$ cat config.mk
export PLATFORM = sky130hd
export DESIGN_NAME = rv32i_mc_control_hs
export DESIGN_NICKNAME = d
export VERILOG_FILES = /design/src/rtl/rv_ctrl_pkg.sv /design/src/rtl/cu_wait_counter.sv /design/src/rtl/rv32i_mc_control_hs.sv
export SDC_FILE = /design/constraint.sdc
export NUM_CORES = 1
export LEC_CHECK = 0
export BUFFER_PORTS_ARGS = -buffer_cell sky130_fd_sc_hd__buf_2
export CORE_MARGIN = 8
export CORE_UTILIZATION = 55
export DETAILED_ROUTE_END_ITERATION = 8
export PLACE_DENSITY = 0.89
export SLEW_MARGIN = 20
export SYNTH_ARGS = -nofsm -noshare
export SYNTH_HDL_FRONTEND = slang
export SYNTH_SLANG_ARGS = --single-unit
$ cat constraint.sdc
create_clock -name clk -period 4.35 [get_ports clk]
set_input_delay 0.6525 -clock clk [delete_from_list [all_inputs] [get_ports clk]]
set_output_delay 0.6525 -clock clk [all_outputs]
set_load 0.03 [all_outputs]
$ cat src/rtl/rv_ctrl_pkg.sv
// Shared constants for the multi-cycle RV32I control unit: opcodes, ALU codes,
// writeback source encodings and FSM state encodings.
package rv_ctrl_pkg;

  localparam logic [6:0] OP_R     = 7'b0110011;
  localparam logic [6:0] OP_I     = 7'b0010011;
  localparam logic [6:0] OP_B     = 7'b1100011;
  localparam logic [6:0] OP_LUI   = 7'b0110111;
  localparam logic [6:0] OP_AUIPC = 7'b0010111;
  localparam logic [6:0] OP_JAL   = 7'b1101111;
  localparam logic [6:0] OP_JALR  = 7'b1100111;
  localparam logic [6:0] OP_S     = 7'b0100011;
  localparam logic [6:0] OP_L     = 7'b0000011;

  localparam logic [3:0] ALU_ADD = 4'b0000;

  localparam logic [2:0] RFWD_ALU   = 3'b000;
  localparam logic [2:0] RFWD_LOAD  = 3'b001;
  localparam logic [2:0] RFWD_LUI   = 3'b010;
  localparam logic [2:0] RFWD_AUIPC = 3'b011;
  localparam logic [2:0] RFWD_PC4   = 3'b100;

  // Legacy state encodings; the enum below is pinned to these values.
  localparam logic [3:0] ST_FETCH  = 4'd0;
  localparam logic [3:0] ST_DECODE = 4'd1;
  localparam logic [3:0] ST_R_EX   = 4'd2;
  localparam logic [3:0] ST_I_EX   = 4'd3;
  localparam logic [3:0] ST_B_EX   = 4'd4;
  localparam logic [3:0] ST_LU_EX  = 4'd5;
  localparam logic [3:0] ST_AU_EX  = 4'd6;
  localparam logic [3:0] ST_J_EX   = 4'd7;
  localparam logic [3:0] ST_JL_EX  = 4'd8;
  localparam logic [3:0] ST_S_EX   = 4'd9;
  localparam logic [3:0] ST_S_MEM  = 4'd10;
  localparam logic [3:0] ST_L_EX   = 4'd11;
  localparam logic [3:0] ST_L_MEM  = 4'd12;
  localparam logic [3:0] ST_L_WB   = 4'd13;
  localparam logic [3:0] ST_TRAP   = 4'd14;

  typedef enum logic [3:0] {
    FETCH  = ST_FETCH,
    DECODE = ST_DECODE,
    R_EX   = ST_R_EX,
    I_EX   = ST_I_EX,
    B_EX   = ST_B_EX,
    LU_EX  = ST_LU_EX,
    AU_EX  = ST_AU_EX,
    J_EX   = ST_J_EX,
    JL_EX  = ST_JL_EX,
    S_EX   = ST_S_EX,
    S_MEM  = ST_S_MEM,
    L_EX   = ST_L_EX,
    L_MEM  = ST_L_MEM,
    L_WB   = ST_L_WB,
    TRAP   = ST_TRAP
  } state_e;

  // Only shifts carry an arithmetic/logical select in bit 30 for I-type.
  function automatic logic [3:0] alu_i_ctrl(input logic b30, input logic [2:0] f3);
    return (f3 == 3'b101) ? {b30, 3'b101} : {1'b0, f3};
  endfunction

endpackage

$ cat src/rtl/cu_wait_counter.sv
// Bus wait-state counter: counts consecutive not-ready cycles of one access and
// flags the cycle in which the WAIT_MAX-th wait cycle is being spent.
module cu_wait_counter #(
  parameter int unsigned WAIT_MAX = 15
) (
  input  logic clk,
  input  logic reset,
  input  logic clr_i,
  input  logic en_i,
  output logic expired_o
);

  localparam logic [7:0] LAST = 8'(WAIT_MAX - 1);

  logic [7:0] cnt_q, cnt_d;

  assign expired_o = (cnt_q == LAST);

  always_comb begin
    cnt_d = cnt_q;
    if (clr_i)
      cnt_d = '0;
    else if (en_i)
      cnt_d = expired_o ? '0 : cnt_q + 8'd1;
  end

  always_ff @(posedge clk or posedge reset) begin
    if (reset) cnt_q <= '0;
    else       cnt_q <= cnt_d;
  end

endmodule

$ cat src/rtl/rv32i_mc_control_hs.sv
// Multi-cycle RV32I control unit with ready-handshaked instruction/data buses,
// wait-state timeout with refetch, and retired-instruction counter.
// Optional macro CU_ILLEGAL_TRAP_EN: unknown opcodes lock into TRAP (else NOP).
module rv32i_mc_control_hs
  import rv_ctrl_pkg::*;
#(
  parameter int unsigned WAIT_MAX = 15,
  parameter int unsigned CNT_W    = 32
) (
  input  logic             clk,
  input  logic             reset,
  input  logic [31:0]      instrCode,
  input  logic             imem_ready,
  input  logic             dmem_ready,
  output logic             imem_req,
  output logic             IR_En,
  output logic             PC_En,
  output logic             regFileWe,
  output logic [3:0]       aluControl,
  output logic             aluSrcMuxSel,
  output logic             busReq,
  output logic             busWe,
  output logic [2:0]       RFWDSrcMuxSel,
  output logic             branch,
  output logic             jal,
  output logic             jalr,
  output logic [2:0]       L_mode,
  output logic [2:0]       S_mode,
  output logic             bus_timeout,
  output logic             illegal,
  output logic [CNT_W-1:0] instret
);

  state_e           state_q, state_d;
  logic [CNT_W-1:0] instret_q, instret_d;
  logic             wait_st, ready_sel, expired, timeout;
  logic [2:0]       funct3;
  logic             unused_instr;

  assign funct3       = instrCode[14:12];
  assign unused_instr = ^{instrCode[31], instrCode[29:15], instrCode[11:7]};

  assign wait_st   = (state_q == FETCH) || (state_q == S_MEM) || (state_q == L_MEM);
  assign ready_sel = (state_q == FETCH) ? imem_ready : dmem_ready;
  assign timeout   = wait_st && !ready_sel && expired;

  // Counter is held clear outside bus states, so every access starts from zero.
  cu_wait_counter #(.WAIT_MAX(WAIT_MAX)) u_wait (
    .clk       (clk),
    .reset     (reset),
    .clr_i     (!wait_st || ready_sel),
    .en_i      (wait_st && !ready_sel),
    .expired_o (expired)
  );

  always_comb begin
    state_d       = state_q;
    imem_req      = 1'b0;
    IR_En         = 1'b0;
    PC_En         = 1'b0;
    regFileWe     = 1'b0;
    aluControl    = ALU_ADD;
    aluSrcMuxSel  = 1'b0;
    busReq        = 1'b0;
    busWe         = 1'b0;
    RFWDSrcMuxSel = RFWD_ALU;
    branch        = 1'b0;
    jal           = 1'b0;
    jalr          = 1'b0;
    L_mode        = '0;
    S_mode        = '0;
    bus_timeout   = 1'b0;
    illegal       = 1'b0;
    case (state_q)
      FETCH: begin
        imem_req = 1'b1;
        if (imem_ready) begin
          IR_En   = 1'b1;
          state_d = DECODE;
        end else if (timeout) begin
          bus_timeout = 1'b1;
        end
      end
      DECODE: begin
        case (instrCode[6:0])
          OP_R:     state_d = R_EX;
          OP_I:     state_d = I_EX;
          OP_B:     state_d = B_EX;
          OP_LUI:   state_d = LU_EX;
          OP_AUIPC: state_d = AU_EX;
          OP_JAL:   state_d = J_EX;
          OP_JALR:  state_d = JL_EX;
          OP_S:     state_d = S_EX;
          OP_L:     state_d = L_EX;
          default: begin
`ifdef CU_ILLEGAL_TRAP_EN
            state_d = TRAP;
`else
            PC_En   = 1'b1;
            state_d = FETCH;
`endif
          end
        endcase
      end
      R_EX: begin
        regFileWe  = 1'b1;
        aluControl = {instrCode[30], funct3};
        PC_En      = 1'b1;
        state_d    = FETCH;
      end
      I_EX: begin
        regFileWe    = 1'b1;
        aluSrcMuxSel = 1'b1;
        aluControl   = alu_i_ctrl(instrCode[30], funct3);
        PC_En        = 1'b1;
        state_d      = FETCH;
      end
      B_EX: begin
        branch     = 1'b1;
        aluControl = {instrCode[30], funct3};
        PC_En      = 1'b1;
        state_d    = FETCH;
      end
      LU_EX: begin
        regFileWe     = 1'b1;
        RFWDSrcMuxSel = RFWD_LUI;
        PC_En         = 1'b1;
        state_d       = FETCH;
      end
      AU_EX: begin
        regFileWe     = 1'b1;
        RFWDSrcMuxSel = RFWD_AUIPC;
        PC_En         = 1'b1;
        state_d       = FETCH;
      end
      J_EX: begin
        regFileWe     = 1'b1;
        RFWDSrcMuxSel = RFWD_PC4;
        jal           = 1'b1;
        PC_En         = 1'b1;
        state_d       = FETCH;
      end
      JL_EX: begin
        regFileWe     = 1'b1;
        RFWDSrcMuxSel = RFWD_PC4;
        jal           = 1'b1;
        jalr          = 1'b1;
        PC_En         = 1'b1;
        state_d       = FETCH;
      end
      S_EX: begin
        aluSrcMuxSel = 1'b1;
        S_mode       = funct3;
        state_d      = S_MEM;
      end
      S_MEM: begin
        aluSrcMuxSel = 1'b1;
        busReq       = 1'b1;
        busWe        = 1'b1;
        S_mode       = funct3;
        if (dmem_ready) begin
          PC_En   = 1'b1;
          state_d = FETCH;
        end else if (timeout) begin
          bus_timeout = 1'b1;
          state_d     = FETCH;
        end
      end
      L_EX: begin
        aluSrcMuxSel  = 1'b1;
        RFWDSrcMuxSel = RFWD_LOAD;
        L_mode        = funct3;
        state_d       = L_MEM;
      end
      L_MEM: begin
        aluSrcMuxSel  = 1'b1;
        RFWDSrcMuxSel = RFWD_LOAD;
        L_mode        = funct3;
        busReq        = 1'b1;
        if (dmem_ready) begin
          state_d = L_WB;
        end else if (timeout) begin
          bus_timeout = 1'b1;
          state_d     = FETCH;
        end
      end
      L_WB: begin
        regFileWe     = 1'b1;
        aluSrcMuxSel  = 1'b1;
        RFWDSrcMuxSel = RFWD_LOAD;
        L_mode        = funct3;
        PC_En         = 1'b1;
        state_d       = FETCH;
      end
`ifdef CU_ILLEGAL_TRAP_EN
      TRAP: begin
        illegal = 1'b1;
      end
`endif
      default: state_d = FETCH;
    endcase
  end

  assign instret_d = PC_En ? instret_q + CNT_W'(1) : instret_q;
  assign instret   = instret_q;

  always_ff @(posedge clk or posedge reset) begin
    if (reset) begin
      state_q   <= FETCH;
      instret_q <= '0;
    end else begin
      state_q   <= state_d;
      instret_q <= instret_d;
    end
  end

endmodule

# == After elaboration in Yosys (flattened, before gate mapping) ==
# Index checks and enable logic that the tools add are counted.
# Widths: inputs -> output; s select.
# word_totals
reg_bits,44
latch_bits,0
ramBits,0
mem_bits_ro,0
input_bits,36
output_inout_bits,57
wordCells,80
n_memories,0
# op_classes
addsub,2
mul,0
div,0
order_cmp,0
n_eq_ne,25
shift,0
n_mux,32
bitwise,0
n_reduce_logical,18
# ops
op,n
$pmux 4 s9,1
$add 32x1->32 const B,1
$eq 4x4->1 const B,6
$mux 8,3
$pmux 4 s6,1
$eq 7x6->1 const B,3
$eq 7x7->1 const B,3
$mux 4,5
$eq 4x3->1 const B,4
$mux 1,16
$eq 7x5->1 const B,2
$pmux 3 s4,1
$reduce_or 9->1,1
$add 8x1->8 const B,1
$eq 4x2->1 const B,2
$eq 8x4->1 const B,1
$pmux 4 s2,1
$reduce_or 2->1,4
$reduce_or 8->1,1
$eq 7x2->1 const B,1
$reduce_or 7->1,1
$mux 3,2
$reduce_or 6->1,1
$eq 4x1->1 const B,1
10 further kinds,14

# == Depth between registers and ports, before layout ==
# logic_depth
depth_word,8
mapped_depth,9

# == By module ==
# From an unflattened synthesis, not the netlist that was laid out.
# hier_totals
hier_cells,305
hier_area_um2,2813.9
# by_module_without_submodules
mod,instances,cells_each,area_per_inst_um2
rv32i_mc_control_hs,1,255,2321.0
cu_wait_counter,1,50,493.0

# == Least setup slack after synthesis ==
# Ideal clock, no wire load.
# synth_path
path_type,flip-flop to output port
start,register state_q[1]
end,output port IR_En
arrival_time_ps,2145
t_required_ps,3697
path_slack_ps,1552
stages_incl_launch_ff,5
cell_sequence,dfrtp_1 buf_4 buf_2 nor4_1 and2_1
# synth_between
elab_chain_len,2
# synth_lines
item,line,rtl
"start, declared",rv32i_mc_control_hs.sv:34,"state_e state_q, state_d;"
"start signal, assigned",rv32i_mc_control_hs.sv:212,state_q <= state_d;
$logic_not 4->1,rv32i_mc_control_hs.sv:74,case (state_q)
$mux 1,rv32i_mc_control_hs.sv:74,
"end, declared",rv32i_mc_control_hs.sv:16,"output logic IR_En,"
# Every way passes these cells.

# == Worst setup path after layout ==
# layout_path
start,register state_q[1]
end,output port PC_En
# layout_between
elab_chain_len,3
word_cells_on_any_way,12
cone_classes,eq/ne: 10; mux: 1; reduce/logical: 1
# layout_lines
item,line,rtl
"$eq 4x4->1, or another cell as far along",rv32i_mc_control_hs.sv:74,
$reduce_or 8->1 (no source line),--,
$pmux 1 s3 (*),rv32i_mc_control_hs.sv:74,
"end, declared",rv32i_mc_control_hs.sv:17,"output logic PC_En,"
# Mark *: on every way between the ends. The rest lies on a longest branch, timed or not.

==> results.md <==
- GRT overflow: 0
- Fin area: 0.003171 mm^2
- Mapped Nets: 334
- Register area: 0.001101 mm^2
- Status: finished, final reports clean
- Max-cap violations: 0
- Site Rows: 25
- R2R Path End: instret[13]$_DFFE_PP0P_
- Worst EP arrival: 2.68 ns
- Via count: 2,423
- Final period util: 76.71%
- Setup Buffers After CTS: 0
- Fmax: 0.2997 GHz
- Tot GR Track Use: 17.55%
- # fillers: 392
- Combinational power share: 34.7%
- Rel. slew slack: 49.72%
- P_leak: 1.373 nW
- Synth top area share: 40.16%
- Net switching power figure: 0.0005330 W
- Synth area leader: dfrtp_1
- CP Launch Type: register
- Die ar.: 0.007500 mm^2
- Top_reg_cell synth: dfrtp_1
- R2r worst-path depth: 7
- Unrepaired setup endpoints after global routing: no
- DR vias/cell: 5.728
- Final Max Tran Viols: 0
- Worst skew pair latency: 0.29 ns
- Asr flop ratio synth: 100.0%
- RD Place Congestion: 0.7933
- Multi-input gate area in the final layout: 0.001486 mm^2
- Final core occ: 66.68%
- Avg Cell Area, Syn: 9.293 um^2
- DRC viols: 0
- Worst-path maximum fanout: 24
- H-Tree Depth: 2
- Initial antenna violation count: 0
- Syn. warnings: 0
- Clk slew on worst S/H paths: 0.07 ns
- Final ANT Viol Nets: 0
- Worst Path Required: 3.70 ns
- Core area: 0.004755 mm^2
- Hold Vio Cnt, Final: 0
- Hold Path Class: in2async
- CTS buffer count: 5
- Worst reg2reg startpoint: state_q[1]$_DFFE_PP0P_
- First-pass GRT wire length: 10.65 mm
- Total power: 0.001296 W
- CP Class: reg2out
- Worst-Margin Slew: 0.7542 ns
- Syn Inst Count: 295
- Cell Int Power: 0.0007630 W
- Sequential Power Share: 42.0%
- Clock tree buffer depth: 2
- Chip height: 86.60 um
- Pwr Density: 408.8 mW/mm^2
- Wire length per cell: 15.26 um
- Sw frac: 41.13%
- Top-count cell post-synth: dfrtp_1
- DPL Wire Length: 4.667 mm
- Post-synth EDFFs: 0
- Post-DP Area: 0.003063 mm^2
- Final setup violation count: 0
- Layout overhead on the synthesized area: 15.65%
- Die extent in x: 86.60 um
- Crit. End Element: output port
- Starting density of the core: 57.66%
- Synth area leaders: dfrtp_1 40%, xor2_1 6.7%, xnor2_1 4.5%, nor3_1 3.8%, nor2_1 3.6%
- Initial drt markers: 131
- Peak VDD IR: 0.0004247 V
- Vias in the first global route: 2,326
- Cell Area, Synth: 0.002741 mm^2
- Ports: 93
- CTS tree: done
- Post-synth top cells: 44 x dfrtp_1, 26 x nor2_1, 24 x nand2_1
- R2R Setup Slk: 1.82 ns
- Synthesis-stage register bit count: 44
- Share of cells above drive strength 1: 26.97%
- Root Buffer: clkbuf_8
- Clock Sinks: 44
- Total Nets Final: 394
- Sequential share of the synthesized area: 40.16%
- Clk network pwr share: 23.3%
- Fin crit period: 3.337 ns
- Ant. Diodes: 0
- Total wire length: 6.456 mm
- Number of port buffers: 70
- Post-CTS Resized: 0
- Unique masters post-synth: 53
- Worst Skew: 0.005990 ns
- Hold buffers post-CTS: 0
- Setup TNS: 0 ns
- Largest net degree at the start of global routing: 45
- 1st-pass router iterations: 4
[final cells by class]
cell class / count / share of cell area, %
multi-input combinational: 224 / 46.88
sequential: 44 / 34.73
timing repair buffer: 71 / 11.29
tap: 67 / 2.644
clock buffer: 6 / 2.289
clock inverter: 2 / 1.105
inverter: 9 / 1.066
[registers in the layout, indices dropped and copies added, names as in the netlist]
signal and cells:
u_wait.cnt_q 8, instret 32, state_q 4
[worst max-delay path, cell delays in order, from the launching register on]
cell	delay (ns)
dfrtp_1	0.72
and2b_1	0.28
a21o_1	0.20
nor3_2	0.22
o21a_4	0.40
inv_1	0.29
buf_2	0.26
[cell usage in the layout, fill, tap and decap left out, types with 3 or more instances in the layout]
cell type	count
nor4b_1	3
xnor2_1	14
nor2_1	26
nand4_1	12
clkbuf_8	5
nand2b_1	3
a21oi_1	11
nor3_1	21
dfrtp_1	44
and2_1	11
buf_2	70
a31oi_1	3
xor2_1	21
nand3b_1	3
o21ai_0	11
nor2b_1	3
inv_1	7
nand3_1	16
nor4_2	5
nand2_1	24
ha_1	3
[power by group through the flow]
stage,registers [W],logic (W),clock network [W]
5_1_grt,0.000553,0.000486,0.000326
3_5_place_dp,0.000550,0.000448,0
4_1_cts,0.000543,0.000450,0.000307
2_1_floorplan,0.000585,0.000335,0
3_3_place_gp,0.000549,0.000435,0
6_report,0.000545,0.000449,0.000302
[through the flow]
stage | hold WS [ns] | std cells | worst slack, ns
after detailed placement | 0.4637 | 415 | 1.331
after CTS | 0.4802 | 423 | 1.026
after floorplan | 0.4755 | 295 | 1.552
after global placement | 0.4569 | 415 | 1.366
final | 0.4694 | 423 | 1.013
after global routing | 0.5009 | 423 | 0.8778
[logic make-up (layout without fill, tap and decap cells)]
group	count (synthesis)	count (layout)	synth area share (%)
buffers and inverters	27	88	5.613
adder cells (fa/ha/maj)	3	3	1.369
AO/OA/AOI/OAI	39	39	9.219
flip-flops	44	44	40.16
AND/OR/NAND/NOR	146	146	32.32
XOR/XNOR	35	35	11.18
other	1	1	0.1368
[per-layer routing]
metal  share of wire (%)  global-route usage, %
met5                   0                      0
met2                  47                  28.06
met4                 1.4                  6.729
met1                  44                  21.04
met3                 8.3                  6.238
[how the worst max path moves through the flow]
stage,cells past startpoint,to,start
5_1_grt,6,PC_En,state_q[1]$_DFFE_PP0P_
3_5_place_dp,7,PC_En,instrCode[0]
4_1_cts,6,PC_En,state_q[1]$_DFFE_PP0P_
6_report,6,PC_En,state_q[1]$_DFFE_PP0P_
3_3_place_gp,7,PC_En,instrCode[0]
2_1_floorplan,4,IR_En,state_q[1]$_DFFE_PP0P_
Power figures use the tool's default switching activity.
